`config.mk`:
```
export PLATFORM = sky130hd
export DESIGN_NAME = video_fetch
export DESIGN_NICKNAME = d
export VERILOG_FILES = /design/src/rtl/video_pkg.sv /design/src/rtl/video_addr_ctr.sv /design/src/rtl/video_fetch.sv
export SDC_FILE = /design/constraint.sdc
export NUM_CORES = 1
export LEC_CHECK = 0
export ABC_AREA = 1
export CAP_MARGIN = 20
export CORE_ASPECT_RATIO = 1.75
export CORE_MARGIN = 2
export CORE_UTILIZATION = 48
export CTS_CLUSTER_DIAMETER = 50
export DETAILED_ROUTE_END_ITERATION = 10
export PLACE_DENSITY = 0.83
export SKIP_CTS_REPAIR_TIMING = 1
export SYNTH_ARGS = -nofsm -noshare
export SYNTH_HDL_FRONTEND = slang
export SYNTH_HIERARCHICAL = 1
export SYNTH_SLANG_ARGS = --single-unit
```
`constraint.sdc`:
```
create_clock -name clk25MHz -period 2.1 [get_ports clk25MHz]
set_input_delay 0.525 -clock clk25MHz [delete_from_list [all_inputs] [get_ports clk25MHz]]
set_output_delay 0.525 -clock clk25MHz [all_outputs]
set_load 0.02 [all_outputs]
```
`src/rtl/video_pkg.sv`:
```
// rtl/video_pkg.sv - shared constants and fetch FSM encoding for the video fetch path
package video_pkg;
    localparam int BSIZE       = 4;
    localparam int H_ACTIVE    = 640;
    localparam int V_ACTIVE    = 480;
    localparam int FRAME_WORDS = H_ACTIVE * V_ACTIVE / BSIZE;
    localparam int ADDR_W      = 17;

    typedef enum logic [1:0] {
        IDLE = 2'd0,
        REQ  = 2'd1,
        FULL = 2'd2
    } fetch_state_t;
endpackage

```
`src/rtl/video_addr_ctr.sv`:
```
// rtl/video_addr_ctr.sv - frame word address counter, wraps at FRAME_WORDS-1, clear has priority
module video_addr_ctr #(
    parameter int ADDR_W      = video_pkg::ADDR_W,
    parameter int FRAME_WORDS = video_pkg::FRAME_WORDS
) (
    input  logic              clk,
    input  logic              rst_n,
    input  logic              inc,
    input  logic              clr,
    output logic [ADDR_W-1:0] addr
);
    localparam logic [ADDR_W-1:0] LAST = ADDR_W'(FRAME_WORDS - 1);

    always_ff @(posedge clk or negedge rst_n) begin
        if (!rst_n) begin
            addr <= '0;
        end else if (clr) begin
            addr <= '0;
        end else if (inc) begin
            addr <= (addr == LAST) ? '0 : addr + 1'b1;
        end
    end
endmodule

```
`src/rtl/video_fetch.sv`:
```
// rtl/video_fetch.sv - fetches frame words from memory and hands one word per load to the video buffer
module video_fetch #(
    parameter int BSIZE       = video_pkg::BSIZE,
    parameter int ADDR_W      = video_pkg::ADDR_W,
    parameter int FRAME_WORDS = video_pkg::FRAME_WORDS
) (
    input  logic                 clk25MHz,
    input  logic                 rst_n,
    input  logic                 en,
    input  logic                 frame_rst,
    input  logic                 buf_empty,
    output logic [BSIZE*8-1:0]   data,
    output logic                 load,
    output logic                 mem_req,
    output logic [ADDR_W-1:0]    mem_addr,
    input  logic                 mem_ack,
    input  logic [BSIZE*8-1:0]   mem_rdata,
    output logic                 underrun
);
    import video_pkg::*;

    fetch_state_t      state;
    fetch_state_t      state_next;
    logic [ADDR_W-1:0] addr;
    logic              ack_ok;
    logic              take;
    logic              issue;
    logic              drop;
    logic              armed;

    assign ack_ok = mem_req && mem_ack;

    video_addr_ctr #(
        .ADDR_W      (ADDR_W),
        .FRAME_WORDS (FRAME_WORDS)
    ) u_addr_ctr (
        .clk   (clk25MHz),
        .rst_n (rst_n),
        .inc   (take),
        .clr   (frame_rst),
        .addr  (addr)
    );

    always_ff @(posedge clk25MHz or negedge rst_n) begin
        if (!rst_n) begin
            state <= IDLE;
        end else begin
            state <= state_next;
        end
    end

    // REQ with mem_req low means the previous answer was thrown away and a fresh request is due
    always_comb begin
        state_next = state;
        load       = 1'b0;
        take       = 1'b0;
        issue      = 1'b0;
        case (state)
            IDLE: begin
                state_next = REQ;
                issue      = 1'b1;
            end
            REQ: begin
                if (ack_ok) begin
                    if (!drop && !frame_rst) begin
                        take       = 1'b1;
                        state_next = FULL;
                    end
                end else if (!mem_req) begin
                    issue = 1'b1;
                end
            end
            FULL: begin
                if (frame_rst) begin
                    state_next = REQ;
                    issue      = 1'b1;
                end else if (en && buf_empty && armed) begin
                    load       = 1'b1;
                    state_next = REQ;
                    issue      = 1'b1;
                end
            end
            default: state_next = IDLE;
        endcase
    end

    always_ff @(posedge clk25MHz or negedge rst_n) begin
        if (!rst_n) begin
            data     <= '0;
            mem_req  <= 1'b0;
            mem_addr <= '0;
            drop     <= 1'b0;
            armed    <= 1'b1;
            underrun <= 1'b0;
        end else begin
            if (take) begin
                data <= mem_rdata;
            end
            if (ack_ok) begin
                mem_req <= 1'b0;
            end else if (issue) begin
                mem_req <= 1'b1;
            end
            if (issue) begin
                mem_addr <= frame_rst ? '0 : addr;
            end
            // an outstanding request is never abandoned; its answer is dropped instead
            if (ack_ok) begin
                drop <= 1'b0;
            end else if (frame_rst && mem_req) begin
                drop <= 1'b1;
            end
            if (frame_rst || !buf_empty) begin
                armed <= 1'b1;
            end else if (load) begin
                armed <= 1'b0;
            end
            if (frame_rst) begin
                underrun <= 1'b0;
            end else if (en && buf_empty && armed && (state != FULL)) begin
                underrun <= 1'b1;
            end
        end
    end
endmodule
```
-- Word-level counts from Yosys, hierarchy flattened
Cells that the tools add are included.
- flip-flop bits (word level): 72
- input bits: 38
- output and inout port bits: 52
- logic and storage cells: 60
- $add $sub $neg: 1
- equality and inequality tests: 7
- mux-type cells: 27
- reductions and logical operators: 17
- operators by type and width (kind ; count):
    17-bit 2-to-1 mux ; 4
    17-bit by 1-bit adder with 17-bit output (second input constant) ; 1
    17-bit == test (second input constant) ; 1
    1-bit 2-to-1 mux ; 17
    2-bit nonzero test ; 5
    2-bit 2-to-1 mux ; 4
    1-bit logical AND ; 6
    2-bit != test (second input constant) ; 3
    2-bit case mux with 3 select lines ; 1
    1-bit logical NOT ; 3
    3-bit != test (second input constant) ; 1
    1-bit case mux with 3 select lines ; 1
    3-bit AND reduction ; 1
    2-bit by 1-bit == test with 1-bit output (second input constant) ; 1
    2-bit == test (second input constant) ; 1
    2-bit logical NOT ; 1
    1-bit logical OR ; 1

-- Depth between registers and ports, before layout
- word-level depth: 7
- depth in mapped cells: 12
- mapped depth without buffers: 11

-- Hierarchy
Netlist, hierarchy kept.
- modules (own cells, without submodules) (module ; instances ; cells an instance ; area an instance (sq um) ; sequential area each (sq um)):
    video_fetch ; 1 ; 280 ; 2303.5 ; 1377.6
    video_addr_ctr ; 1 ; 129 ; 1019.7 ; 425.4

-- Worst setup path before layout
OpenSTA, ideal clock, no wires.
- path type: input to register
- start point: input port frame_rst
- end point: register u_addr_ctr.addr[12]
- setup time: 0.120 ns
- arrival: 1.839 ns
- data required time: 1.980 ns
- slack: 0.140 ns
- cell stages on the path: 10
- path buffers: 1
- cells stage by stage: nor2_2 nand4_2 inv_2 buf_4 nor2_4 nor2_1 nand2_1 nor2_2 xor2_1 nor2_2
- word-level cells in the longest chain between the ends: 6
- elaborated cells between the ends (all ways): 7
- classes of those cells: mux: 4; reduce/logical: 3
- ends and longest elaborated chain (item ; RTL line ; RTL):
    from (decl) ; video_fetch.sv:10 ; input logic frame_rst,
    1-bit logical NOT ; video_fetch.sv:65 ; if (!drop && !frame_rst) begin
    1-bit logical AND ; video_fetch.sv:65 ;
    1-bit 2-to-1 mux ; video_fetch.sv:65 ;
    1-bit 2-to-1 mux ; video_fetch.sv:64 ; if (ack_ok) begin
    1-bit 2-to-1 mux ; video_fetch.sv:58 ; case (state)
    net take ; video_fetch.sv:26 ; logic take;
    2-bit nonzero test (no source line) ; n/a ;
    to (signal assigned) ; video_addr_ctr.sv:20 ; addr <= (addr == LAST) ? '0 : addr + 1'b1;
    to (decl) ; video_addr_ctr.sv:10 ; output logic [ADDR_W-1:0] addr
The timed path passes the listed nets, and every way through them passes these cells.
A chain may end at the register's enable or synchronous reset.

-- Worst setup path after layout
- start point: input port buf_empty
- end point: output port load
- word-level cells in the longest chain between the ends: 5
- ends and longest elaborated chain (item ; RTL line ; RTL):
    from (decl) ; video_fetch.sv:11 ; input logic buf_empty,
    1-bit logical AND (2 in series) ; video_fetch.sv:77 ; end else if (en && buf_empty && armed) begin
    1-bit 2-to-1 mux ; video_fetch.sv:77 ;
    1-bit 2-to-1 mux ; video_fetch.sv:74 ; if (frame_rst) begin
    1-bit 2-to-1 mux ; video_fetch.sv:58 ;
    to (decl) ; video_fetch.sv:13 ; output logic load,
Every way passes these cells.

==> impl_metrics.toml <==
[final_layout]
layout.nets = 554
layout.cells.most_common_list = "nand2_1 (161), clkdlybuf4s50_1 (87), dfrtp_1 (71), inv_1 (40), nor2_1 (40)"
num-fill-cells = 566
n_antenna_cell = 0
final_common_cell = "nand2_1"
syn2layout_area_growth_pct = 42.92
final_layout_size_suffix_gt1_share_pct = 13.46

[clock_tree]
cts.path.max_buffers = 2
cts_num_sinks = 72
number_of_levels_in_the_clock_h_tree = 3
tritoncts.num_buffers = 9
clkLatencyLatePin_ns = 0.33
ctsRootBufferMaster = "clkbuf_16"
clkTransAtPathRegs_ns = 0.05
tritoncts = "yes"

[placement]
pre_cts_slack_ns = -0.5807
place.port_buffers = 89
place_hpwl_um = 6062
place_congestion = 0.9930

[drt]
iter_0_drt_violations = 126
route.detailed.wl_per_inst_um = 13.68
ant_nets = 0
met2RoutedLength_um = 4648
route.final.wire_length_um = 8260
drt_drc_violations_left = 0
maxUsedRoutingLayer = "met4"
number_of_vias_after_detailed_routing = 2948
drt_pre_antenna_iters = 4
detail_route.wirelength.met1_um = 3067
routed-wl-met3_um = 399
vias_per_cell = 4.881

[die]
floorplan.core_area_mm2 = 0.006807
placement_rows = 40
fp.dieH_um = 114.1
die_width_um = 66.90
start_util_pct = 48.82
design.die.area_mm2 = 0.007631
io_pins = 90

[pwr]
seq_power_share_pct = 34.7
total_power_divided_by_cell_area_mw_per_mm2 = 1160
clkPwrFrac_pct = 28.7
post-layout-total-power_uw = 5508
p_switching_uw = 1833
power.internal_uw = 3675
sw_frac_of_total_pct = 33.28
combinationalPowerShare_pct = 36.6
p_leak_uw = 0.002305
vdd.ir_drop.worst_v = 0.0006115

[flow_run]
max_cap_viol_count = 0

[sta]
max_slew_margin_pct = 61.57
fin_crit_ns = 2.132
final-hold-violation-count = 0
max_freq_ghz = 0.4690
report.final.slew_viol_count = 0
tightest_pin_transition_ns = 0.5764
worst_path_setup_slack_after_routing_ns = -0.03236
rsz0062_at_grt = "yes"
final.period_utilization_pct = 101.5
fin_worst_skew_ns = 0.004216
finalSetupViolCount = 1

[logic_synthesis]
synth-warning-count = 6
synth-compound-area-share_pct = 2.861
synth_ff_type = "dfrtp_1"
post_synth_mux_area_share_pct = 0
postSynthAreaPerCell_um2 = 8.125
syn_nets = 448
seq_area_frac_synth_pct = 54.25
synth_top_family_by_area = "simple AND/OR/NAND/NOR gates"
number_of_distinct_library_cell_variants_in_the_gate_level_netlist_after_synthesis = 34
post_synth_inst_count = 409
postSynthRegisterBits = 72
synth-simple-area-share_pct = 33.09
synth.cell_area_mm2 = 0.003323
synth_edf_count = 0
synth-xor-area-share_pct = 1.581
async_reset_ff_share_pct = 100.0
post_synth_fa_ha_maj_area_fraction_pct = 0.3765

[global_route]
grt_start_max_net_pins = 34
grt_pass1_wl_um = 13140
grt_util_all_layers_pct = 23.17
grt_remaining_overflow = 0
grt_antenna_before_repair = 0
grt_pass1_vias = 2959

[outcome]
violated_checks = "setup timing"
outcome = "complete, but fails checks"

[critical_path]
timing.critical_path.fanout_max = 3
startpoint_type = "input pin"
worst-endpoint-required_ns = 1.57
path_delay_family = "buffers and inverters"
cp.buffers_inverters = 3
worst-endpoint-arrival_ns = 1.61
cp_cell_sequence = "clkdlybuf4s50_1 > nand3_2 > nor3_2 > buf_4 > clkbuf_2"
worst_path_max_delay_cell = "clkdlybuf4s50_1"
timing_worst_setup_path_type = "input pin to output port"
critical_path.endpoint_type = "output port"
slowest_delay_ns = 0.49

[hold_path]
class_of_the_tightest_hold_or_removal_check = "input pin to asynchronous set/reset pin"
-- flip-flops by register name (all words and copies together), names as in the netlist --
signal / count
underrun: 1
armed: 1
data: 32
drop: 1
u_addr_ctr/addr: 17
state: 2
mem_req: 1
mem_addr: 17
-- cell type report --
type / count / area [um2] / area share [%]
clock inverter: 2 / 35.03 / 0.7376
clock buffer: 14 / 284.0 / 5.980
timing repair buffer: 108 / 1061 / 22.34
tap: 84 / 105.1 / 2.213
multi-input combinational: 280 / 1291 / 27.19
inverter: 44 / 170.2 / 3.583
sequential: 72 / 1803 / 37.96
-- logic make-up (layout without fill, tap and decap cells) --
| group | Yosys count | after routing |
|---|---|---|
| AOI/OAI and AO/OA | 15 | 15 |
| xor gates and xnor gates | 6 | 6 |
| adders and majority gates | 1 | 1 |
| buffers and inverters | 57 | 168 |
| DFF | 72 | 72 |
| and+or+nand+nor | 258 | 258 |
-- per-stage QoR --
step / std cells / instance area [um2] / TNS (ns) / hold WS, ns / util [%]
global route: 604 / 4750 / -0.06756 / 0.2260 / 69.78
global placement: 588 / 4404 / -2.467 / 0.4606 / 64.71
detailed placement: 588 / 4404 / -3.441 / 0.4645 / 64.71
floorplan: 409 / 3323 / 0 / 0.2294 / -
finish: 604 / 4750 / -0.03236 / 0.1868 / 69.78
CTS: 604 / 4723 / -0.6059 / 0.1986 / 69.39
-- synthesized netlist by cell type, types with 4 or more instances --
library cell  instances  area (um2)
nand2_1             162       608.1
nor2_1               41       153.9
xor2_1                4       35.03
inv_1                40       150.1
dfrtp_1              71        1777
o21ai_0               5       25.02
buf_2                 5       25.02
nand3_1              26       130.1
nand4_1               4       25.02
nand2_2               4       25.02
nor2_2               13       81.33
-- power groups by stage --
stage          combinational, uW  clock, uW  sequential [uW]
5_1_grt                     2190       1670             1950
6_report                    2020       1580             1910
3_3_place_gp                1990          0             1920
2_1_floorplan                655          0             2290
4_1_cts                     2050       1610             1910
3_5_place_dp                2040          0             1930
-- path summary, 6_finish.rpt --
kind | end | slack (ns) | start | depth (start not counted)
min in group clk25MHz | data[12] | 0.48 | data[12] | 2
worst min register to register | data[12] | 0.48 | data[12] | 2
worst min-delay path | u_addr_ctr/addr[6] | 0.19 | rst_n | 1
max in group asynchronous | drop | 1.36 | rst_n | 2
worst max register to register | u_addr_ctr/addr[13] | 0.45 | mem_req | 11
worst max-delay path | load | -0.03 | buf_empty | 5
-- layer usage --
metal	vias to the layer above	global-route usage, %
li1	1453	-
met1	1413	23.58
met2	68	44.07
met3	14	4.130
met4	0	10.34
met5	-	0
No activity file was read; power rests on OpenSTA's default activity.
